**src/rtl/fetch_sequencer_pkg.sv**
```systemverilog
// Shared definitions for the 8-bit processor control path: instruction field
// positions, opcode encodings, sequencer states and small decode helpers.
package proc_pkg;

    // Instruction word layout; imm deliberately overlaps rs.
    localparam int OPC_MSB = 7;
    localparam int OPC_LSB = 5;
    localparam int RS_MSB  = 4;
    localparam int RS_LSB  = 3;
    localparam int IMM_MSB = 4;
    localparam int IMM_LSB = 0;

    // Opcode encodings; 0xx are ALU operations.
    localparam logic [2:0] OP_STORE = 3'b100;
    localparam logic [2:0] OP_JMP   = 3'b101;
    localparam logic [2:0] OP_BRZ   = 3'b110;
    localparam logic [2:0] OP_HALT  = 3'b111;

    typedef enum logic [2:0] {
        IDLE,
        FETCH,
        DECODE,
        EXECUTE,
        WRITEBACK,
        HALTED,
        FAULT
    } state_t;

    // Sign-extend the 5-bit relative offset to PC width (-16..+15).
    function automatic logic [7:0] sext_imm(input logic [4:0] imm);
        return {{3{imm[4]}}, imm};
    endfunction

    // ALU operations are identified by a clear opcode MSB.
    function automatic logic is_alu_op(input logic [2:0] op);
        return ~op[2];
    endfunction

endpackage

```
**src/rtl/fetch_sequencer_pc_next.sv**
```systemverilog
// Combinational next-PC: either a plain increment or a sign-extended
// relative add. Arithmetic wraps modulo 256; range checking is done by the
// sequencer when the PC is next used for a fetch.
module pc_next
    import proc_pkg::*;
(
    input  logic [7:0] pc,
    input  logic [4:0] imm,
    input  logic       take_rel,
    output logic [7:0] next_pc
);

    // Select relative target or sequential successor.
    always_comb begin
        if (take_rel) begin
            next_pc = pc + sext_imm(imm);
        end else begin
            next_pc = pc + 8'd1;
        end
    end

endmodule

```
**src/rtl/fetch_sequencer.sv**
```systemverilog
// Multi-cycle control sequencer: owns the program counter and instruction
// register, and steps each instruction through FETCH, DECODE, EXECUTE and
// (for ALU ops) WRITEBACK, issuing one-cycle enable strobes. All strobes and
// status flags are decoded from the registered state only.
module fetch_sequencer
    import proc_pkg::*;
#(
    parameter int MEM_DEPTH = 11
) (
    input  logic       clock,
    input  logic       reset_n,
    input  logic       run,
    input  logic [7:0] instr_in,
    input  logic       instr_valid,
    input  logic       zero_flag,
    output logic [7:0] pccounter,
    output logic [7:0] ir,
    output logic [2:0] opcode,
    output logic [1:0] rs,
    output logic [4:0] imm,
    output logic       alu_en,
    output logic       mem_we,
    output logic       reg_we,
    output logic       halted,
    output logic       fault
);

    // Depth expressed at PC width so the range compare is width-matched.
    localparam logic [7:0] DEPTH_LIMIT = 8'(MEM_DEPTH);

    state_t     state;
    state_t     next_state;
    logic [7:0] pc_succ;
    logic       take_rel;
    logic       pc_in_range;
    logic       ir_load;
    logic       pc_load;

    // Field slices of the latched instruction.
    assign opcode = ir[OPC_MSB:OPC_LSB];
    assign rs     = ir[RS_MSB:RS_LSB];
    assign imm    = ir[IMM_MSB:IMM_LSB];

    assign pc_in_range = (pccounter < DEPTH_LIMIT);

    // Relative target taken for JMP always, BRZ only with zero flag set.
    // Outside EXECUTE this is don't-care because the PC is not loaded.
    assign take_rel = (state == EXECUTE) &&
                      ((opcode == OP_JMP) || ((opcode == OP_BRZ) && zero_flag));

    // Instruction register accepts only an in-range, valid fetch.
    assign ir_load = (state == FETCH) && pc_in_range && instr_valid;

    // PC moves only when leaving EXECUTE or when a HALT leaves DECODE.
    assign pc_load = (state == EXECUTE) ||
                     ((state == DECODE) && (opcode == OP_HALT));

    pc_next u_pc_next (
        .pc       (pccounter),
        .imm      (imm),
        .take_rel (take_rel),
        .next_pc  (pc_succ)
    );

    // State register.
    // NOTE: sequential state uses non-blocking assignments so every register
    // samples pre-edge values regardless of block ordering.
    always_ff @(posedge clock or negedge reset_n) begin
        if (!reset_n) begin
            state <= IDLE;
        end else begin
            state <= next_state;
        end
    end

    // Program counter and instruction register.
    always_ff @(posedge clock or negedge reset_n) begin
        if (!reset_n) begin
            pccounter <= 8'd0;
            ir        <= 8'd0;
        end else begin
            if (pc_load) begin
                pccounter <= pc_succ;
            end
            if (ir_load) begin
                ir <= instr_in;
            end
        end
    end

    // Next-state decode.
    always_comb begin
        // NOTE: default assignment first so no path leaves next_state
        // unassigned, which would otherwise infer a latch.
        next_state = state;
        unique case (state)
            IDLE: begin
                if (run) begin
                    next_state = FETCH;
                end
            end
            FETCH: begin
                // Range check takes priority over instr_valid.
                if (!pc_in_range) begin
                    next_state = FAULT;
                end else if (instr_valid) begin
                    next_state = DECODE;
                end
            end
            DECODE: begin
                if (opcode == OP_HALT) begin
                    next_state = HALTED;
                end else begin
                    next_state = EXECUTE;
                end
            end
            EXECUTE: begin
                if (is_alu_op(opcode)) begin
                    next_state = WRITEBACK;
                end else begin
                    next_state = FETCH;
                end
            end
            WRITEBACK: begin
                next_state = FETCH;
            end
            HALTED: begin
                if (run) begin
                    next_state = FETCH;
                end
            end
            FAULT: begin
                next_state = FAULT;
            end
            default: begin
                next_state = FAULT;
            end
        endcase
    end

    // Moore output decode from registered state.
    always_comb begin
        alu_en = 1'b0;
        mem_we = 1'b0;
        reg_we = 1'b0;
        halted = 1'b0;
        fault  = 1'b0;
        unique case (state)
            IDLE:      halted = 1'b1;
            HALTED:    halted = 1'b1;
            FAULT:     fault  = 1'b1;
            EXECUTE: begin
                alu_en = is_alu_op(opcode);
                mem_we = (opcode == OP_STORE);
            end
            WRITEBACK: reg_we = 1'b1;
            default: begin
                alu_en = 1'b0;
            end
        endcase
    end

endmodule

```
**config.mk**
```make
export PLATFORM = sky130hd
export DESIGN_NAME = fetch_sequencer
export DESIGN_NICKNAME = d
export VERILOG_FILES = /design/src/rtl/fetch_sequencer_pkg.sv /design/src/rtl/fetch_sequencer_pc_next.sv /design/src/rtl/fetch_sequencer.sv
export SDC_FILE = /design/constraint.sdc
export NUM_CORES = 1
export LEC_CHECK = 0
export CAP_MARGIN = 20
export CORE_ASPECT_RATIO = 1.75
export CORE_MARGIN = 2
export CORE_UTILIZATION = 40
export CTS_CLUSTER_SIZE = 8
export DETAILED_ROUTE_END_ITERATION = 10
export PLACE_DENSITY = 0.82
export SLEW_MARGIN = 20
export SYNTH_ARGS = -nofsm -noshare
export SYNTH_HDL_FRONTEND = slang
export SYNTH_SLANG_ARGS = --single-unit
```
**constraint.sdc**
```tcl
create_clock -name clock -period 2.7 [get_ports clock]
set_input_delay 0.81 -clock clock [delete_from_list [all_inputs] [get_ports clock]]
set_output_delay 0.81 -clock clock [all_outputs]
set_load 0.005 [all_outputs]
```
# After elaboration in Yosys (flattened, before gate mapping)
# Index checks and enable logic that the tools add are counted.
word_totals:
  out_inout_bits: 31
  reg_bits: 19
  inputBits: 13
op_classes:
  n_eq_ne: 12
  addsub: 2
  muxes: 12
  magnitude_cmp: 1
  n_bitwise: 1
  reduce_logical: 10
ops:
  columns: ["cell", "n"]
  rows:
  - ["equality test 3 bit, second input constant", 7]
  - ["two-way mux 3 bit", 5]
  - ["one-hot mux 3 bit (5 select lines)", 1]
  - ["adder 8 x 1 -> 8 bit, second input constant", 1]
  - ["adder 8 bit", 1]
  - ["< comparator 8 x 4 -> 1 bit, second input constant", 1]
  - ["two-way mux 8 bit", 1]
  - ["equality test 3 x 2 -> 1 bit, second input constant", 2]
  - ["logical AND 1 bit", 5]
  - ["two-way mux 1 bit", 5]
  - ["equality test 3 x 1 -> 1 bit, second input constant", 1]
  - ["zero test 3 bit", 1]
  - ["!= test 3 bit, second input constant", 1]
  - ["logical OR 1 bit", 2]
  - ["!= test 2 x 1 -> 1 bit, second input constant", 1]
  - ["AND reduction 2 bit", 1]
  - ["OR reduction 2 bit", 1]
  - ["inverter 1 bit", 1]

# Depth between registers and ports, before layout
# Gate-level depths: netlist of the first run.
depth:
  depth_word: 5
  ltp_mapped: 13
  mapped_depth_nobuf: 13

# Cells and area by module
# From an unflattened synthesis of the first run, not the netlist that was laid out.
unflattened:
  hier_cells: 129
  area_unflattened_um2: 1378.8
modules_own_cells:
  columns: ["module", "cells_per_inst", "area_per_inst_um2", "instances"]
  rows:
  - ["fetch_sequencer", 81, 1012.2, 1]
  - ["pc_next", 48, 366.6, 1]

# Least setup slack after synthesis of the first run
# No wires, ideal clock.
synth_timing:
  path_kind: "input -> register"
  start: "input port zero_flag"
  end: "register pccounter[6]"
  t_required_ns: 2.621
  stages: 11
  path_buffers: 0
  path_slack_ns: 0.056
  arrival_ns: 2.564
  cell_sequence: "nand3b_1 a21oi_1 nand2b_1 ha_1 inv_1 fa_1 nand2b_1 a21oi_1 or4_4 a21oi_2 xor2_1"
synth_via:
  elab_chain_len: 4
synth_lines:
  columns: ["item", "line", "source"]
  rows:
  - ["start, declared", "fetch_sequencer.sv:15", "input logic zero_flag,"]
  - ["logical AND 1 bit", "fetch_sequencer.sv:49", "((opcode == OP_JMP) || ((opcode == OP_BRZ) && zero_flag));"]
  - ["logical OR 1 bit", "fetch_sequencer.sv:49", null]
  - ["logical AND 1 bit", "fetch_sequencer.sv:48", "assign take_rel = (state == EXECUTE) &&"]
  - ["two-way mux 8 bit", "fetch_sequencer_pc_next.sv:15", "if (take_rel) begin"]
  - ["end signal, assigned", "fetch_sequencer.sv:83", "pccounter <= pc_succ;"]
  - ["end, declared", "fetch_sequencer.sv:16", "output logic [7:0] pccounter,"]
# No other way between the ends.
# A chain may end at the register's enable or synchronous reset.

# Final worst setup path of the first run
# Same ends and word-level chain as after synthesis.

==> PnR_summary.wiki, run 1 <==
{| class="wikitable"
! Metric !! Value
|-
| Type of element capturing the critical path || flip-flop
|-
| Maximum level of the CTS H-tree || 1
|-
| Met3 routed wirelength || 88 um
|-
| Worst-case clock skew || 3.78 ps
|-
| Initial core utilization || 0.418
|-
| Power density normalized to cell area || 763 nW/um^2
|-
| Quantity of hold-fixing buffers added after cts || 0
|-
| Worst Tran Pin Value || 337 ps
|-
| Tcrit/Tclk final || 0.952
|-
| Status || completed
|-
| Clock latency of the later-clocked register in the worst-skew pair || 260 ps
|-
| Die Y-Extent || 77.2 um
|-
| Max Fclk || 389 MHz
|-
| Drt first-iter violations || 8
|-
| Netlist area before placement || 1220 um^2
|-
| Detailed-router iteration count before antenna repair || 3
|-
| Antenna Violating Nets Remaining || 0
|-
| Number of synthesized register bits || 19
|-
| Clock period minus final worst setup slack || about 2600 ps
|-
| TritonCTS Buffers || 3
|-
| Maximum capacitance violations || 0
|-
| Syn Area/Cell || just under 10 um^2
|-
| Gr usage total || 0.190
|-
| First-pass GRT wire length || ~5000 um
|-
| Number of vias per cell || 5.44
|-
| Met1 routed wirelength after detailed routing || between 1000 and 1500 um
|-
| CTS tree || done
|-
| Sequential share of the synthesized area || 0.389
|-
| Inst Count DP || 195
|-
| Width of the chip || 45.8 um
|-
| Unique cell type count in the Yosys netlist || 35
|-
| Non-filler instance count after layout || between 200 and 250
|-
| Cell with the most instances on the worst path || a21oi_4
|-
| Vias in the first global route || 1159
|-
| # diodes || 0
|-
| Post-detailed-placement cell area || 1680 um^2
|-
| Placement-stage worst setup slack || -606 ps
|-
| Routed wire length || 3050 um
|-
| Area of the die || 3540 um^2
|-
| Share of layout cells above drive strength 1 || 0.270
|-
| # nets final || a little under 200
|-
| Average wire length per cell after detail routing || between 15 and 20 um
|-
| Ports placed on the boundary || 44
|-
| Type of origin of the critical path || input pin
|-
| IO buf count || 43
|-
| Crit Path Category || input pin to flip-flop
|-
| Cell Chain, Critical Path || clkbuf_2, nand3b_1, a21oi_2, nand2b_1, ha_2, inv_2, fa_2, nand2b_4, a21oi_4, or4_4, a21oi_4, xor2_1
|-
| Synthesized netlist net count || 144
|-
| Leakage || 0.775 nW
|-
| Vias post-DR || around 1100
|-
| Max stage delay on crit path || around 500 ps
|-
| Post-Syn Instances || 126
|-
| Number of hold violations in the final report || 0
|-
| Placed wire-length estimate after detailed placement || 2340 um
|-
| Final setup violating endpoints || 0
|-
| Row cnt || 26
|-
| Core Area || ~2900 um^2
|-
| Routability cong. || 0.850
|-
| Highest metal layer used by the detailed router || met4
|-
| Setup TNS Final || 0 ps
|-
| Total power draw || 0.00139 W
|-
| Sinks on Clock Net || 19
|-
| Critical-path maximum fanout || 3
|-
| Yosys warnings || 0
|-
| Normalized max-slew margin || 0.775
|-
| HP Class || flip-flop to flip-flop
|-
| Final WS setup || 130 ps
|-
| Highest-delay cell along the critical path || or4_4
|-
| Routed wire length on met2 || 1730 um
|-
| Pins over their slew limit || 0
|-
| Cell area after layout || 1820 um^2
|-
| Clock-pin slew reported for the worst setup and hold paths after clock tree synthesis || 70 ps
|-
| Data required time of the worst path || between 2000 and 3000 ps
|-
| Layout overhead on the synthesized area || 49.0%
|-
| Number of antenna violations at the first check in global routing || 0
|-
| Clk root buf || clkbuf_8
|-
| Data arrival time at the worst-slack endpoint || around 2800 ps
|-
| Maximum ir drop on the vdd rail || 443 uV
|-
| Residual DRC || 0
|-
| Grt total ovfl || 0
|-
| Maximum number of pins on one net before global-route repair || 20
|-
| Clock Tree Buf Depth || 2
|}
## per-layer routing
layer,GRT usage,vias up
li1,-,527
met1,0.203,529
met2,0.334,33
met3,0.0212,10
met4,0.106,0
met5,0,-
## layout by cell type (no fill, tap or decap), types with 5 or more instances in the layout
cell / count
nor2_1: 6
o21ai_0: 5
a21oi_1: 5
mux2_2: 9
buf_4: 14
xor2_1: 7
dfrtp_1: 19
nand2_1: 8
inv_1: 6
and2_1: 5
clkdlybuf4s50_1: 42
## area by class of cell
class	instances	area (um^2)
inverters	7	26.3
fillers	223	1100
clock buffers	3	41.3
flip-flops and latches	19	475
multi-input cells	87	709
repair buffers	57	531
well taps	28	35.0
clock inverters	1	5.00
## critical path, delay by kind of cell
family	cells	cell delay, ps
buffers and inverters	2	130
AOI/OAI and AO/OA	3	430
xor gates and xnor gates	1	150
adders and majority gates	2	380
and+or+nand+nor	4	830
## per-stage QoR
stage	hold WS, ps	utilization
after global routing	542	0.623
after global placement	500	0.572
after floorplan	497	-
after CTS	522	0.605
after detailed placement	511	0.572
final	526	0.623
## final timing paths
path / start / endpoint / slack (ps) / depth (start not counted)
min in group asynchronous: reset_n / state[0] / 890 / 2
setup reg to reg: state[0] / pccounter[6] / 170 / 13
hold / removal: pccounter[7] / pccounter[7] / 530 / 1
hold reg to reg: pccounter[7] / pccounter[7] / 530 / 1
setup / recovery: zero_flag / pccounter[6] / 130 / 12
max in group asynchronous: reset_n / pccounter[6] / 1610 / 2
## what timing repair did
item | in CTS | in global routing
endpoints found under the setup margin | 4 | 3
buffers inserted | 2 | 1
resized for setup | 12 | 9
pin swaps | 7 | 6
## power breakdown
part	switching [W]	internal, W	total (W)
clock network	0.0000938	0.000103	0.000196
logic	0.000328	0.000415	0.000743
registers	0.0000912	0.000361	0.000452
## registers in the layout, summed over array words and instances, names as in the netlist
register	count
ir	8
pccounter	8
state	3
## Yosys cell counts
cell type,instances,area share
a21o_1,2,0.012
nand2b_4,1,0.011
o22ai_1,1,0.0051
nand2b_1,3,0.015
a211oi_1,1,0.0061
a21oi_2,1,0.0072
nand4_1,1,0.0051
buf_4,10,0.061
dfrtp_1,19,0.39
and2_1,5,0.026
nor2_1,7,0.021
a21oi_1,8,0.033
or4_4,1,0.0092
nor2b_1,1,0.0051
o2bb2ai_1,1,0.0072
nand2_1,8,0.025
o21ai_0,6,0.025
nor3_1,4,0.016
ha_1,4,0.041
buf_2,2,0.0082
or3_1,3,0.015
a2111o_1,1,0.0092
a211oi_2,1,0.010
inv_1,7,0.021
mux2i_1,1,0.0082
nand3_1,4,0.016
o21bai_1,1,0.0061
nand4_2,1,0.010
xor2_1,7,0.050
a31oi_1,1,0.0051
mux2_2,9,0.083
buf_6,1,0.0092
fa_1,1,0.016
or2_2,1,0.0051
nand3b_1,1,0.0061
## cells by family (layout without fill, tap and decap cells)
family / after synthesis / after routing / synth area share
simple gates: 41 / 41 / 0.187
compound gates: 24 / 24 / 0.126
mux: 10 / 10 / 0.0910
flops: 19 / 19 / 0.389
buf+inv: 20 / 68 / 0.100
xor+xnor: 7 / 7 / 0.0501
fa+ha+maj: 5 / 5 / 0.0573
(Power assumes the default switching activity.)
==> run 2: changes to the inputs <==
--- a/config.mk
+++ b/config.mk
@@ -11,7 +11,7 @@
 export CORE_UTILIZATION = 40
 export CTS_CLUSTER_SIZE = 8
 export DETAILED_ROUTE_END_ITERATION = 10
-export PLACE_DENSITY = 0.82
+export PLACE_DENSITY = 0.76
 export SLEW_MARGIN = 20
 export SYNTH_ARGS = -nofsm -noshare
 export SYNTH_HDL_FRONTEND = slang
==> run 2 against run 1 <==
Compared with the run above:
- core utilization down 1.2 points
- clock skew decreased by 2.6 ps
- clock power about the same
- largest cell class unchanged
- highest routed layer unchanged
==> PnR_summary.wiki, run 2 (synthesis results as in run 1) <==
{| class="wikitable"
! Metric !! Value
|-
| Gr usage total || 0.190
|-
| Number of hold violations in the final report || 0
|-
| Clock latency of the later-clocked register in the worst-skew pair || 260 ps
|-
| Quantity of hold-fixing buffers added after cts || 0
|-
| Cell area after layout || 1790 um^2
|-
| Placed wire-length estimate after detailed placement || approximately 2200 um
|-
| Switching power as a share of total power || 0.367
|-
| Maximum number of pins on one net before global-route repair || 20
|-
| Ports placed on the boundary || 44
|-
| Worst Tran Pin Value || 347 ps
|-
| Area of the die || 3540 um^2
|-
| Non-filler instance count after layout || around 200
|-
| HP Class || flip-flop to flip-flop
|-
| Maximum level of the CTS H-tree || 1
|-
| Routability cong. || 0.906
|-
| Vias post-DR || 1102
|-
| Grt total ovfl || 0
|-
| Data arrival time at the worst-slack endpoint || 2790 ps
|-
| Setup TNS Final || 0 ps
|-
| Routed wire length || 3080 um
|-
| Drt first-iter violations || 22
|-
| Normalized max-slew margin || 0.768
|-
| CTS tree || done
|-
| Power density normalized to cell area || 771 nW/um^2
|-
| Max stage delay on crit path || 480 ps
|-
| Highest-delay cell along the critical path || or4_4
|-
| Type of element capturing the critical path || flip-flop
|-
| Sw Pwr || slightly above 0.0005 W
|-
| # diodes || 0
|-
| Combinational fraction of design power || 0.532
|-
| IO buf count || 43
|-
| Sinks on Clock Net || 19
|-
| TritonCTS Buffers || 3
|-
| Status || completed
|-
| Dominant delay contributor by cell family on the critical path || simple AND/OR/NAND/NOR gates
|-
| Cell Chain, Critical Path || clkbuf_2, nand3b_1, a21oi_2, buf_4, and2_1, ha_1, nor2_2, a21oi_4, or4_4, a21oi_2, xor2_1
|-
| Final setup violating endpoints || 0
|-
| Initial core utilization || 0.418
|-
| Worst-case clock skew || 1.23 ps
|-
| Width of the chip || 45.8 um
|-
| Max Fclk || 383 MHz
|-
| Inst Count DP || 196
|-
| Share of power burned in the clock network || 0.144
|-
| Share of layout cells above drive strength 1 || 0.247
|-
| Clock-pin slew reported for the worst setup and hold paths after clock tree synthesis || 70 ps
|-
| Count of buffering cells on the critical path with inverters included || 2
|-
| Count of filler cells inserted in the layout || about 250
|-
| Residual DRC || 0
|-
| Leakage || roughly 0.77 nW
|-
| Row cnt || 26
|-
| Detailed-router iteration count before antenna repair || 7
|-
| Average wire length per cell after detail routing || 15.3 um
|-
| Vias in the first global route || between 1000 and 1500
|-
| Cell with the most instances on the worst path || a21oi_2
|-
| Core Area || ~2900 um^2
|-
| Clk root buf || clkbuf_8
|-
| First-pass GRT wire length || 5000 um
|-
| Clock period minus final worst setup slack || 2610 ps
|-
| Antenna Violating Nets Remaining || 0
|-
| Data required time of the worst path || 2880 ps
|-
| Crit Path Category || input pin to flip-flop
|-
| Layout overhead on the synthesized area || 46.1%
|-
| Critical-path maximum fanout || 3
|-
| Die Y-Extent || 77.2 um
|-
| Largest registers ranked by flip-flop count || ir: 8 flops, pccounter: 8 flops, state: 3 flops
|-
| Type of origin of the critical path || input pin
|-
| Commonest non-fill, non-tap cell in the layout || clkdlybuf4s50_1
|-
| Internal power || a little under 0.0009 W
|-
| Pins over their slew limit || 0
|-
| Most used cells in the layout excluding fill and tap cells || clkdlybuf4s50_1, dfrtp_1, buf_4, mux2_2
|-
| Maximum capacitance violations || 0
|-
| Post-detailed-placement cell area || 1680 um^2
|-
| # nets final || 193
|-
| Tcrit/Tclk final || 0.967
|-
| Sequential power share || 0.324
|-
| Maximum ir drop on the vdd rail || roughly 360 uV
|-
| Final worst hold slack || 522 ps
|-
| Clock Tree Buf Depth || 2
|-
| Number of vias per cell || 5.46
|-
| Number of antenna violations at the first check in global routing || 0
|}
[run 2: metrics by stage]
stage	setup WS [ps]	utilization	total power (W)
4_1_cts	14.1	0.603	0.00135
2_1_floorplan	56.5	-	0.000795
6_report	88.4	0.611	0.00138
3_3_place_gp	-459	0.575	0.00109
5_1_grt	-54.3	0.611	0.00147
3_5_place_dp	-553	0.575	0.00112
[run 2: layout make-up]
type	count	area, um^2	share of cell area
inverter	7	26.3	0.0147
multi-input combinational	87	676	0.378
clock buffer	4	45.0	0.0252
sequential	19	475	0.266
tap	28	35.0	0.0196
timing repair buffer	57	531	0.297
[run 2: path summary, 6_finish.rpt]
path / from / endpoint / slack, ps / depth (start not counted)
min in group asynchronous: reset_n / pccounter[1] / 890 / 2
min: pccounter[7] / pccounter[7] / 520 / 1
max reg2reg: state[0] / pccounter[6] / 90 / 12
max in group asynchronous: reset_n / pccounter[4] / 1600 / 2
min reg2reg: pccounter[7] / pccounter[7] / 520 / 1
max: zero_flag / pccounter[6] / 90 / 11
[run 2: routing by layer]
metal  part of all wire  global-route usage
met3              0.043              0.0235
met1               0.37               0.203
met2               0.56               0.324
met5                  0                   0
met4              0.029               0.123
[run 2: repair_timing]
action | 4_1_cts | 5_1_grt
pin swaps | 6 | 6
endpoints found under the setup margin | 4 | 3
resized for setup | 10 | 5
buffers inserted | 2 | 0
[run 2: power by group through the flow]
stage | sequential, W | combinational (W) | clock (W)
finish | 0.000447 | 0.000734 | 0.000198
global route | 0.000457 | 0.000804 | 0.000214
CTS | 0.000445 | 0.000701 | 0.000202
detailed placement | 0.000449 | 0.000667 | 0
global placement | 0.000447 | 0.000645 | 0
floorplan | 0.000438 | 0.000357 | 0
